===== config.mk =====
export PLATFORM = sky130hd
export DESIGN_NAME = switch_sequencer
export DESIGN_NICKNAME = d
export VERILOG_FILES = /design/src/rtl/switch_pkg.sv /design/src/rtl/seq_timer.sv /design/src/rtl/switch_sequencer.sv
export SDC_FILE = /design/constraint.sdc
export NUM_CORES = 1
export LEC_CHECK = 0
export CAP_MARGIN = 10
export CORE_MARGIN = 10
export CORE_UTILIZATION = 48
export CTS_CLUSTER_DIAMETER = 30
export DETAILED_ROUTE_END_ITERATION = 10
export GPL_TIMING_DRIVEN = 0
export PLACE_DENSITY = 0.76
export SLEW_MARGIN = 20
export SYNTH_ARGS = -nofsm -noshare
export SYNTH_HDL_FRONTEND = slang
export SYNTH_SLANG_ARGS = --single-unit
export TNS_END_PERCENT = 5

===== constraint.sdc =====
create_clock -name clk -period 4.31 [get_ports clk]
set_clock_uncertainty 0.2 [all_clocks]
set_input_delay 0.6465 -clock clk [delete_from_list [all_inputs] [get_ports clk]]
set_output_delay 0.6465 -clock clk [all_outputs]
set_load 0.02 [all_outputs]

===== src/rtl/switch_pkg.sv =====
// Shared types for the photonic switch sequencer: FSM state encoding.
package switch_pkg;

  localparam int STATE_W = 2;

  typedef enum logic [STATE_W-1:0] {
    IDLE  = 2'd0,
    BLANK = 2'd1,
    DWELL = 2'd2
  } state_t;

endpackage


===== src/rtl/seq_timer.sv =====
// Up-counter shared between the blanking and dwell intervals. It wraps to
// zero on the enabled cycle where it reaches the limit, so the count never
// exceeds the limit it is compared against.
module seq_timer #(
  parameter int WIDTH = 4
) (
  input  logic             clk,
  input  logic             reset,
  input  logic             en,
  input  logic             clr,
  input  logic [WIDTH-1:0] limit,
  output logic [WIDTH-1:0] cnt,
  output logic             hit
);

  assign hit = (cnt == limit);

  // Count enabled cycles; a synchronous clear has priority over counting.
  always_ff @(posedge clk or posedge reset) begin
    // NOTE: sequential state is written only with <= so every flop samples
    // the pre-edge values of its neighbours.
    if (reset)    cnt <= '0;
    else if (clr) cnt <= '0;
    else if (en)  cnt <= hit ? '0 : cnt + WIDTH'(1);
  end

endmodule


===== src/rtl/switch_sequencer.sv =====
// Steps an N-position photonic switch through positions 0..last_step. Each
// position gets a blanking interval (gate low) followed by a dwell interval
// (gate high). All outputs are registered; configuration is latched at start
// so input changes mid-run have no effect.
module switch_sequencer
  import switch_pkg::*;
#(
  parameter int WIDTH = 4,
  parameter int SEL_W = 2
) (
  input  logic             clk,
  input  logic             reset,
  input  logic             en,
  input  logic             start,
  input  logic             stop,
  input  logic             repeat_mode,
  input  logic [SEL_W-1:0] last_step,
  input  logic [WIDTH-1:0] blank_limit,
  input  logic [WIDTH-1:0] dwell_limit,
  output logic [SEL_W-1:0] sel,
  output logic             gate,
  output logic             busy,
  output logic             step_strobe,
  output logic             done,
  output logic [WIDTH-1:0] cnt
);

  state_t           state, state_nxt;
  logic [SEL_W-1:0] sel_nxt;
  logic             strobe_nxt;
  logic             done_nxt;
  logic             load_cfg;

  // Configuration captured at the start edge.
  logic [SEL_W-1:0] last_q;
  logic [WIDTH-1:0] blank_q;
  logic [WIDTH-1:0] dwell_q;
  logic             rep_q;

  logic [WIDTH-1:0] limit;
  logic             hit;
  logic             tmr_en;
  logic             tmr_clr;

  // One timer serves both intervals; the limit follows the current state.
  assign limit   = (state == DWELL) ? dwell_q : blank_q;
  assign tmr_en  = en && (state != IDLE);
  assign tmr_clr = stop || (state == IDLE);

  seq_timer #(
    .WIDTH (WIDTH)
  ) u_timer (
    .clk   (clk),
    .reset (reset),
    .en    (tmr_en),
    .clr   (tmr_clr),
    .limit (limit),
    .cnt   (cnt),
    .hit   (hit)
  );

  // Next-state, next-position and pulse decode; stop overrides everything.
  always_comb begin
    // NOTE: every signal gets a default first so no path leaves it unassigned,
    // which would otherwise infer a latch.
    state_nxt  = state;
    sel_nxt    = sel;
    strobe_nxt = 1'b0;
    done_nxt   = 1'b0;
    load_cfg   = 1'b0;
    if (stop) begin
      state_nxt = IDLE;
      sel_nxt   = '0;
    end else if (en) begin
      unique case (state)
        IDLE: begin
          if (start) begin
            load_cfg  = 1'b1;
            sel_nxt   = '0;
            state_nxt = BLANK;
          end
        end
        BLANK: begin
          if (hit) state_nxt = DWELL;
        end
        DWELL: begin
          if (hit) begin
            if (sel != last_q) begin
              sel_nxt    = sel + SEL_W'(1);
              strobe_nxt = 1'b1;
              state_nxt  = BLANK;
            end else if (rep_q) begin
              sel_nxt    = '0;
              strobe_nxt = 1'b1;
              state_nxt  = BLANK;
            end else begin
              sel_nxt   = '0;
              done_nxt  = 1'b1;
              state_nxt = IDLE;
            end
          end
        end
        default: begin
          state_nxt = IDLE;
          sel_nxt   = '0;
        end
      endcase
    end
  end

  // State and registered outputs; gate and busy are decoded from next state.
  always_ff @(posedge clk or posedge reset) begin
    if (reset) begin
      state       <= IDLE;
      sel         <= '0;
      gate        <= 1'b0;
      busy        <= 1'b0;
      step_strobe <= 1'b0;
      done        <= 1'b0;
    end else begin
      state       <= state_nxt;
      sel         <= sel_nxt;
      gate        <= (state_nxt == DWELL);
      busy        <= (state_nxt != IDLE);
      step_strobe <= strobe_nxt;
      done        <= done_nxt;
    end
  end

  // Configuration latch, loaded only on an accepted start.
  always_ff @(posedge clk or posedge reset) begin
    // NOTE: these are plain control registers, not memory, so they are reset
    // to give a deterministic power-up configuration.
    if (reset) begin
      last_q  <= '0;
      blank_q <= '0;
      dwell_q <= '0;
      rep_q   <= 1'b0;
    end else if (load_cfg) begin
      last_q  <= last_step;
      blank_q <= blank_limit;
      dwell_q <= dwell_limit;
      rep_q   <= repeat_mode;
    end
  end

endmodule


* After elaboration in Yosys (flattened, before gate mapping)
Index checks and enable logic that the tools add are counted.
Widths: inputs -> output; s select.
** Storage, ports and cells
- Register bits :: 23
- Input port bits :: 16
- Output and inout port bits :: 10
** Operators by class
- Add/sub/neg operators :: 2
- Equal/unequal tests :: 8
- Multiplexer cells :: 34
- Reductions and logical operators :: 8
** Operator list (number)
- $mux 2 :: 10
- $mux 1 :: 18
- $mux 4 :: 4
- $pmux 2 s3 :: 2
- $reduce_bool 2->1 :: 4
- $add 4x1->4 const B :: 1
- $eq 2x2->1 const B :: 2
- $eq 4x4->1 :: 1
- $reduce_and 4->1 :: 1
- $ne 3x2->1 const B :: 1
- $ne 3x3->1 const B :: 1
- $add 2x1->2 const B :: 1
- $eq 2x1->1 const B :: 1
- $logic_not 2->1 :: 1
- $ne 2x2->1 :: 1
- $ne 2x2->1 const B :: 1
- $logic_and 1x1->1 :: 1
- $logic_or 1x1->1 :: 1

* Longest topological paths before layout
- Depth in word-level cells :: 8
- Gate-level depth with buffers :: 6
- Gate-level depth less buffers :: 5

* By module
From an unflattened synthesis, not the netlist that was laid out.
** Second synthesis, totals
- Cells, all modules :: 98
- Area total of the unflattened synthesis :: 1232.4 um^2
** By module, submodules not included
- switch_sequencer :: instances 1, cells an instance 71, area each 948.4 um^2, seq. area each 475.5 um^2
- seq_timer :: instances 1, cells an instance 27, area each 284.0 um^2, seq. area each 100.1 um^2

* Least setup slack after synthesis
Ideal clock, no wire load.
- Kind :: input to register
- Start point :: input port en
- End point :: register blank_q[0]
- Library setup time :: 0.125 ns
- Arrival time :: 1.832 ns
- Data required time :: 3.985 ns
- Setup slack :: 2.153 ns
- Cell stages on the path :: 4
- Buffers on the path :: 2
- Cells stage by stage :: clkbuf_1 -> and4b_1 -> buf_1 -> mux2_2
** Between the ends
- Cells in the longest elaborated chain, start to end :: 2
** Ends and longest elaborated chain
- start: declaration :: RTL line switch_sequencer.sv:13 : input logic en,
- $mux 1 :: RTL line switch_sequencer.sv:74 : end else if (en) begin
- $mux 1 :: RTL line switch_sequencer.sv:71 : if (stop) begin
- end signal: assignment :: RTL line switch_sequencer.sv:141 : blank_q <= blank_limit;
- end: declaration :: RTL line switch_sequencer.sv:36 : logic [WIDTH-1:0] blank_q;
No other way between the ends.
A chain may end at the register's enable or synchronous reset.

* Worst setup path after layout
- Start point :: register u_timer.cnt[1]
- End point :: output port cnt[1]
** RTL lines
- start: declaration :: RTL line seq_timer.sv:12 : output logic [WIDTH-1:0] cnt,
- start signal: assignment :: RTL line seq_timer.sv:24 : else if (en) cnt <= hit ? '0 : cnt + WIDTH'(1);
- end: declaration :: RTL line switch_sequencer.sv:25 : output logic [WIDTH-1:0] cnt
No word-level cell between the ends.

==> reports/metrics.cfg <==
[outcome]
outcome = finished, final reports clean

[floorplanning]
core_um2 = 2430
die_area_um2 = 4910
initial_core_util = 0.495
ioPinCount = 26
die_w_um = 70.1
die_height_um = 70.1
num_rows = 18

[synth]
synth_edf_count = 0
ys_ff_latch = 23
netlist_top_cells_count = dfrtp_1, mux2_2, nand2_1
synthDistinctLibCells = 37
synthesis.nets = 128
ys_warn_count = 0
post_synth.cell_area_avg_um2 = 10.8
ys.flop_type = dfrtp_1
synth_area_um2 = 1200
async_flop_share = 1.00
seq_area_frac_synth = 0.478
synthCells = 111
synth_top_cell_area_share = 0.478
synth_top_area_cell = dfrtp_1
synth_area_leaders = dfrtp_1, mux2_2, nand2b_1
yosysMostFrequentCell = dfrtp_1

[global_route]
grt.overflow.total = 0
antenna_found_initial = 0
grt_first_pass_wirelength_um = 4380
grt_usage = 0.106
first_global_vias = 972
grt_start_max_net_pins = 24

[critical_path]
crit_path_top_delay_cell = clkdlybuf4s50_1
crit_path_end_kind = primary output
crit_chain = clkdlybuf4s50_1
worstReg2RegStart = state[1]$_DFF_PP0_
start_kind = flip-flop
reg2reg_slack_ns = 2.08
critPathRequiredTime_ns = 3.46
slowest_delay_ns = 0.66
crit_buf_inv = 1
worst_path_dominant_cell_family = buffers and inverters
worstPathArrival_ns = 1.48
rr_worst_depth = 5
regToRegEndpoint = state[1]$_DFF_PP0_
critPathMaxFanout = 8
crit_type = flip-flop to primary output

[sta]
worst_pin_slew_ns = 0.847
max_freq_mhz = 430
rsz0062_at_grt = false
setup_tns_ns = 0
final_hold_viol_count = 0
fin_crit_ns = 2.32
slew-limit-headroom = 0.435
finalSetupViolCount = 0
maxSlewViolCount = 0
period_share = 0.539

[finish]
drive_gt1_frac = 0.144
fill_cells = 210
n_antenna_cell = 0
final_nets = 157
fin_cells = 169
area_growth_pct = 25.3

[power_and_ir_drop]
combPwrFrac = 0.288
vdd_drop_max_uv = 295
seqPwrFrac = 0.530
p_int_w = 0.000384
switchingPower_w = 0.000173
swShare = 0.310
p_clk_frac = 0.182
p_leak_nw = 0.616
powerDensity_nw_per_um2 = 369

[cts]
numCtsBuffers = 3
cts_hold_buf = 0
cts.repair.resized = 0
cts_setup_buffers = 0
cts_tree = done
clock-sinks = 23
cts_max_level = 1
cts.path.max_buffers = 2
worstSkewPairLatency_ns = 0.31
path_clk_slew_ns = 0.13
clock-root-buffer = clkbuf_4

[run]
maxCapViolations = 0

[place]
gp_congestion = 0.816
dp.cells = 165
io_buffer_count = 24
dpl.hpwl_um = 2000

[route]
vias = 932
firstDrtPassIters = 4
routedWlPerCell_um = 14.9
vias_per_cell = 5.51
drc = 0
finalWirelength_um = 2520
ant_nets = 0
drt_iter0_drc = 36

[min_path]
min_from = rep_q$_DFFE_PP0P_
holdPathEnd = rep_q$_DFFE_PP0P_
min_path_cells = 1
hold_path.class = flip-flop to flip-flop

layout by cell type, fill, tap and decap left out, types with 4 or more instances in the layout:
| cell | instances |
|---|---|
| mux2_2 | 11 |
| nand2_1 | 8 |
| clkdlybuf4s50_1 | 24 |
| nand3_1 | 4 |
| xor2_1 | 4 |
| o21ai_0 | 4 |
| dfrtp_1 | 23 |
| nor2_1 | 5 |
| nand2b_1 | 7 |
| inv_1 | 4 |
metrics by stage:
step           setup WS [ns]  power [W]  hold WS, ns  cell area, um^2  utilization
2_1_floorplan           2.15   0.000411        0.274             1200            -
3_3_place_gp            1.67   0.000454        0.294             1480        0.609
3_5_place_dp            1.66   0.000463        0.305             1480        0.609
4_1_cts                 1.98   0.000562        0.334             1510        0.620
5_1_grt                 1.92   0.000596        0.356             1510        0.620
6_report                1.99   0.000557        0.324             1510        0.620
cell families after synthesis:
| family | synth area share |
|---|---|
| AOI/OAI and AO/OA | 0.126 |
| and+or+nand+nor | 0.206 |
| DFF | 0.478 |
| xor gates and xnor gates | 0.0509 |
| muxes | 0.103 |
| adders and majority gates | 0.0104 |
| buffers and inverters | 0.0260 |
registers in the layout, summed over array words and instances, names as in the netlist:
| name | count |
|---|---|
| blank_q | 4 |
| dwell_q | 4 |
| u_timer.cnt | 4 |
| last_q | 2 |
| sel | 2 |
| state | 2 |
| busy | 1 |
| done | 1 |
| gate | 1 |
| rep_q | 1 |
| step_strobe | 1 |
layout make-up:
class	instances	area (um^2)	area share
buffer	4	16.3	0.0108
clock buffer	4	26.3	0.0174
inverter	4	15.0	0.00996
multi-input combinational	80	597	0.396
sequential	23	576	0.382
tap	30	37.5	0.0249
timing repair buffer	24	240	0.159
routing by layer:
metal / GRT usage / wire [um] / share of wire / vias to the layer above
met2: 0.181 / 1270 / 0.51 / 18
met5: 0 / 0 / 0 / -
met1: 0.118 / 1060 / 0.42 / 450
met4: 0.0329 / 31 / 0.012 / 0
met3: 0.0395 / 155 / 0.062 / 4
li1: - / - / - / 460
power groups by stage:
stage               combinational [W]  sequential (W)  clock, W
CTS                          0.000162        0.000296  0.000103
finish                       0.000160        0.000295  0.000102
detailed placement           0.000162        0.000301         0
floorplan                    0.000115        0.000295         0
global placement             0.000155        0.000299         0
global route                 0.000178        0.000304  0.000114
worst max path at each step:
stage                                     startpoint                     end  slack, ns  depth (start not counted)
after global routing                            stop          busy$_DFF_PP0_       1.92                          5
after global placement                          stop          busy$_DFF_PP0_       1.67                          5
final                     u_timer.cnt[1]$_DFFE_PP0P_                  cnt[1]       1.99                          1
after CTS                 u_timer.cnt[1]$_DFFE_PP0P_                  cnt[1]       1.98                          1
after detailed placement                        stop          busy$_DFF_PP0_       1.66                          5
after floorplan                                   en  blank_q[0]$_DFFE_PP0P_       2.15                          4
Note: power is estimated with default switching activity, not from simulation.
